<file path="src/rtl/rf_write_arbiter.sv">
// rf_write_arbiter: round-robin arbiter sharing the register-file write port among NREQ writers.
// Optional owner locking (ARB/LOCKED FSM bounded by MAX_LOCK) is enabled by defining RF_ARB_LOCK_EN.
module rf_write_arbiter #(
  parameter int BW       = 16,
  parameter int DEPTH    = 32,
  parameter int NREQ     = 3,
  parameter int MAX_LOCK = 8,
  localparam int AW      = $clog2(DEPTH),
  localparam int GW      = $clog2(NREQ)
) (
  input  logic               clock,
  input  logic               rst_n,
  input  logic               arb_en,
  input  logic [NREQ-1:0]    req_valid,
  input  logic [NREQ-1:0]    req_lock,
  input  logic [NREQ*AW-1:0] req_addr,
  input  logic [NREQ*BW-1:0] req_data,
  output logic [NREQ-1:0]    req_ready,
  output logic               rf_chip_en,
  output logic               rf_write_en_n,
  output logic [AW-1:0]      rf_write_addr,
  output logic [BW-1:0]      rf_data_in,
  output logic [GW-1:0]      grant_id,
  output logic               lock_active
);

  logic [GW-1:0]   rr_ptr_q, rr_ptr_d;
  logic [GW-1:0]   grant_id_q, grant_id_d;
  logic            chip_en_q, chip_en_d;
  logic            write_en_n_q, write_en_n_d;
  logic [AW-1:0]   addr_q, addr_d;
  logic [BW-1:0]   data_q, data_d;
  logic [GW-1:0]   rr_sel, xfer_id;
  logic            rr_found, grant_ok, xfer;
  logic [NREQ-1:0] ready;
  int unsigned     cand;

`ifdef RF_ARB_LOCK_EN
  localparam int LW = $clog2(MAX_LOCK + 1);
  typedef enum logic {ARB, LOCKED} state_e;
  state_e          state_q, state_d;
  logic [GW-1:0]   owner_q, owner_d;
  logic [LW-1:0]   lock_cnt_q, lock_cnt_d;
`endif

  function automatic logic [GW-1:0] inc_ptr(input logic [GW-1:0] p);
    return (p == GW'(NREQ - 1)) ? '0 : p + 1'b1;
  endfunction

  // First valid requester at or after rr_ptr, wrapping modulo NREQ.
  always_comb begin
    rr_sel   = rr_ptr_q;
    rr_found = 1'b0;
    cand     = 0;
    for (int unsigned k = 0; k < NREQ; k++) begin
      cand = (32'(rr_ptr_q) + k) % NREQ;
      if (!rr_found && req_valid[GW'(cand)]) begin
        rr_found = 1'b1;
        rr_sel   = GW'(cand);
      end
    end
  end

  always_comb begin
    ready    = '0;
    grant_ok = arb_en && rst_n;
    xfer_id  = rr_sel;
`ifdef RF_ARB_LOCK_EN
    if (state_q == LOCKED) begin
      xfer_id        = owner_q;
      ready[owner_q] = req_valid[owner_q] && grant_ok;
    end else begin
      ready[rr_sel] = rr_found && grant_ok;
    end
`else
    ready[rr_sel] = rr_found && grant_ok;
`endif
  end

  assign xfer      = |ready;
  assign req_ready = ready;

  always_comb begin
    rr_ptr_d     = rr_ptr_q;
    grant_id_d   = grant_id_q;
    chip_en_d    = 1'b0;
    write_en_n_d = 1'b1;
    addr_d       = addr_q;
    data_d       = data_q;
    if (xfer) begin
      rr_ptr_d     = inc_ptr(xfer_id);
      grant_id_d   = xfer_id;
      chip_en_d    = 1'b1;
      write_en_n_d = 1'b0;
      addr_d       = req_addr[xfer_id*AW +: AW];
      data_d       = req_data[xfer_id*BW +: BW];
    end
`ifdef RF_ARB_LOCK_EN
    state_d    = state_q;
    owner_d    = owner_q;
    lock_cnt_d = lock_cnt_q;
    if (state_q == ARB) begin
      if (xfer && req_lock[xfer_id] && MAX_LOCK > 1) begin
        state_d    = LOCKED;
        owner_d    = xfer_id;
        lock_cnt_d = LW'(1);
      end
    end else if (!req_valid[owner_q] ||
                 (xfer && (!req_lock[owner_q] || int'(lock_cnt_q) + 1 >= MAX_LOCK))) begin
      // The final locked transfer is still accepted; the pointer moves past the owner.
      state_d    = ARB;
      lock_cnt_d = '0;
      rr_ptr_d   = inc_ptr(owner_q);
    end else if (xfer) begin
      lock_cnt_d = lock_cnt_q + 1'b1;
    end
`endif
  end

  always_ff @(posedge clock or negedge rst_n) begin
    if (!rst_n) begin
      rr_ptr_q     <= '0;
      grant_id_q   <= '0;
      chip_en_q    <= 1'b0;
      write_en_n_q <= 1'b1;
      addr_q       <= '0;
      data_q       <= '0;
    end else begin
      rr_ptr_q     <= rr_ptr_d;
      grant_id_q   <= grant_id_d;
      chip_en_q    <= chip_en_d;
      write_en_n_q <= write_en_n_d;
      addr_q       <= addr_d;
      data_q       <= data_d;
    end
  end

`ifdef RF_ARB_LOCK_EN
  always_ff @(posedge clock or negedge rst_n) begin
    if (!rst_n) begin
      state_q    <= ARB;
      owner_q    <= '0;
      lock_cnt_q <= '0;
    end else begin
      state_q    <= state_d;
      owner_q    <= owner_d;
      lock_cnt_q <= lock_cnt_d;
    end
  end

  assign lock_active = (state_q == LOCKED);
`else
  logic unused_lock;
  assign unused_lock = ^req_lock ^ (MAX_LOCK > 1);
  assign lock_active = 1'b0;
`endif

  assign rf_chip_en    = chip_en_q;
  assign rf_write_en_n = write_en_n_q;
  assign rf_write_addr = addr_q;
  assign rf_data_in    = data_q;
  assign grant_id      = grant_id_q;

endmodule
</file>
<file path="config.mk">
export PLATFORM = sky130hd
export DESIGN_NAME = rf_write_arbiter
export DESIGN_NICKNAME = d
export VERILOG_FILES = /design/src/rtl/rf_write_arbiter.sv
export SDC_FILE = /design/constraint.sdc
export NUM_CORES = 1
export LEC_CHECK = 0
export ABC_CLOCK_PERIOD_IN_PS = 2800
export CAP_MARGIN = 20
export CORE_AREA = 2 2 104 56
export DETAILED_ROUTE_END_ITERATION = 10
export DIE_AREA = 0 0 106 58
export DONT_BUFFER_PORTS = 1
export HOLD_SLACK_MARGIN = 0.08
export PLACE_DENSITY = 0.45
export SLEW_MARGIN = 25
export SYNTH_ARGS = -nofsm -noshare
export SYNTH_HDL_FRONTEND = slang
export SYNTH_SLANG_ARGS = --single-unit
</file>
<file path="constraint.sdc">
create_clock -name clock -period 2.8 [get_ports clock]
set_input_delay 0.56 -clock clock [delete_from_list [all_inputs] [get_ports clock]]
set_output_delay 0.56 -clock clock [all_outputs]
set_load 0.01 [all_outputs]
</file>
==> flow_metrics.py <==
metrics = {
    "outcome": {
        "status": "finished, violations left",
        "violations": "negative setup slack",
    },
    "worst_setup_path": {
        "r2r_cells": 11,
        "regToRegSetupSlack_ns": 0.14,
        "worstSetupStartpointType": "flop",
        "required_ns": 2.24,
        "worstPathArrival_ns": 2.30,
        "end_kind": "output port",
        "crit_path_max_fanout": 6,
        "critPathKind": "flop to output port",
    },
    "hold_path": {
        "hold_path_class": "input pin to asynchronous set/reset pin",
    },
    "placement": {
        "preCtsSetupSlack_ns": -0.0575,
        "place_inst": 246,
        "portBuffers": 0,
        "place_congestion": 0.797,
        "place_hpwl_um": 3350,
    },
    "route": {
        "dr.pass1.iters": 4,
        "via_per_inst": 5.17,
        "vias": 1345,
        "drtIter0Drc": 32,
        "ant_nets": 0,
        "drcViolationCount": 0,
        "wl_um": 4470,
        "wl_per_cell_um": 17.2,
    },
    "timing": {
        "maxSlewViolCount": 0,
        "fin_crit_sh": 1.02,
        "whs_ns": 0.102,
        "worst_slack_ns": -0.0579,
        "hold_viol": 0,
        "rsz0062_at_grt": "true",
        "finalSetupViolations": 2,
        "finalCriticalPeriod_ns": 2.86,
        "timing.setup.tns_ns": -0.0672,
        "fmax_ghz": 0.350,
        "clock_skew_ns": 0.00304,
    },
    "clocking": {
        "cts_root_buf": "clkbuf_8",
        "htree_levels": 1,
        "clk_pin_slew_ns": 0.09,
        "cts_tree": "done",
        "insertion_delay_ns": 0.27,
        "numCtsBuffers": 3,
        "clock-sinks": 27,
        "clock_path_buffers": 2,
    },
    "die": {
        "die_h_um": 58,
        "rows": 19,
        "die-area_um2": 6150,
        "coreArea_um2": 5250,
        "start_util": 0.328,
        "dieWidth_um": 106,
        "io_pins": 101,
    },
    "layout": {
        "synthToLayoutAreaGrowth_pct": 18.0,
        "fin_util": 0.387,
        "fin_nets": 264,
        "final_cells": 260,
        "final_cell_mix": "dfrtp_1, nor2_1, a21oi_1",
        "multi_input_area_um2": 1020,
        "num_antenna_cells": 0,
        "drive_above_1_share": 0.241,
        "layout_commonest_cell": "dfrtp_1",
        "fill_cells": 518,
        "regArea_um2": 678,
    },
    "pwr": {
        "power_switching_mw": 1.27,
        "swShare": 0.442,
        "p_int_mw": 1.61,
        "p_leak_nw": 0.895,
        "ir_drop_mv": 0.488,
        "p_comb_frac": 0.638,
        "clockPowerShare": 0.075,
        "seqPwrFrac": 0.287,
        "p_per_area_nw_per_um2": 1410,
    },
    "global_routing": {
        "grt_max_degree": 27,
        "first_global_vias": 1350,
        "grt_pass1_wl_um": 6900,
        "antenna_found_initial": 0,
        "gr-usage-all-layers": 0.144,
        "overflow": 0,
    },
    "job": {
        "maxCapViolCount": 0,
    },
    "synthesis": {
        "synth.distinct_cells": 34,
        "yosys.area.top_type": "dfrtp_1",
        "synth_nets": 248,
        "netlist_area_um2": 1730,
        "synthArstFlopShare": 1.00,
        "synth-seq-cells": 27,
        "yosysWarningCount": 0,
        "avgSynthCellArea_um2": 10.0,
        "synth_edf_count": 0,
        "syn_inst": 172,
        "yosys-top-cells-area": "dfrtp_1, mux2i_1, a2bb2oi_1",
        "synth_seq_area_share": 0.392,
        "synth_top_area_share": 0.377,
        "synthFlopType": "dfrtp_1",
    },
}
critical path, stage by stage (launching register included):
cell      delay, ns
dfrtp_1        0.44
inv_2          0.11
ha_4           0.17
mux2i_2        0.25
o211ai_2       0.17
a31o_1         0.24
a221o_2        0.39
nor2b_2        0.13
buf_4          0.14
power groups by stage:
stage                     combinational [mW]  sequential [mW]  clock, mW
after floorplan                         1.33            0.789          0
after global placement                  1.58            0.836          0
after detailed placement                1.63            0.838          0
after CTS                               1.76            0.830      0.231
after global routing                    2.03            0.853      0.248
final                                   1.84            0.827      0.215
layout make-up:
cell class / instances / area share
clock buffer: 4 / 0.0221
inverter: 3 / 0.00553
multi-input combinational: 130 / 0.502
sequential: 27 / 0.333
tap: 73 / 0.0449
timing repair buffer: 23 / 0.0928
path summary, 6_finish.rpt:
| path | from | to |
|---|---|---|
| setup / recovery | rr_ptr_q[1] | req_ready[2] |
| hold / removal | rst_n | rf_data_in[0] |
| setup reg to reg | rr_ptr_q[1] | rf_write_addr[0] |
| hold reg to reg | grant_id[1] | grant_id[1] |
| max in group asynchronous | rst_n | rr_ptr_q[0] |
| min in group clock | req_data[39] | rf_data_in[7] |
Yosys cell counts (all sizes together) (2+ instances only):
cell type,count
nand3b,3
clkbuf,2
nand2,5
o21ai,4
dfrtp,26
inv,3
nor2,22
nor2b,3
a21o,3
nand2b,3
o21a,3
buf,10
mux2i,23
a21oi,23
ha,4
a2bb2oi,21
nor3,2
cell families after synthesis:
| kind of cell | synth area share |
|---|---|
| mux | 0.136 |
| fa+ha+maj | 0.0290 |
| other cells | 0.00217 |
| simple gates | 0.111 |
| flops | 0.392 |
| buf+inv | 0.0522 |
| compound gates | 0.278 |
sequential cells by signal, indices dropped and copies added (netlist names):
name	cells
rf_chip_en	1
rf_write_en_n	1
rr_ptr_q	2
rf_data_in	16
grant_id	2
rf_write_addr	5
layer usage:
layer  global-route usage  share of wire  vias up  wire (um)
met3               0.0382          0.049        2        219
li1                     -              -      661          -
met2                0.241           0.47       39       2120
met5                    0              0        -          0
met1                0.197           0.47      643       2120
met4               0.0169         0.0031        0         14
stage by stage:
stage | area, um^2 | total power [mW]
CTS | 1990 | 2.82
finish | 2040 | 2.88
global route | 2040 | 3.13
global placement | 1840 | 2.41
detailed placement | 1840 | 2.47
floorplan | 1730 | 2.12
what timing repair did:
item	in CTS	in global routing
hold buffers	1	0
endpoints found under the setup margin	3	3
gates cloned	0	0
gates resized for setup	11	5
setup buffers	6	3
endpoints found under the hold margin	26	0
pin swaps	2	1
Power figures use the tool's default switching activity.
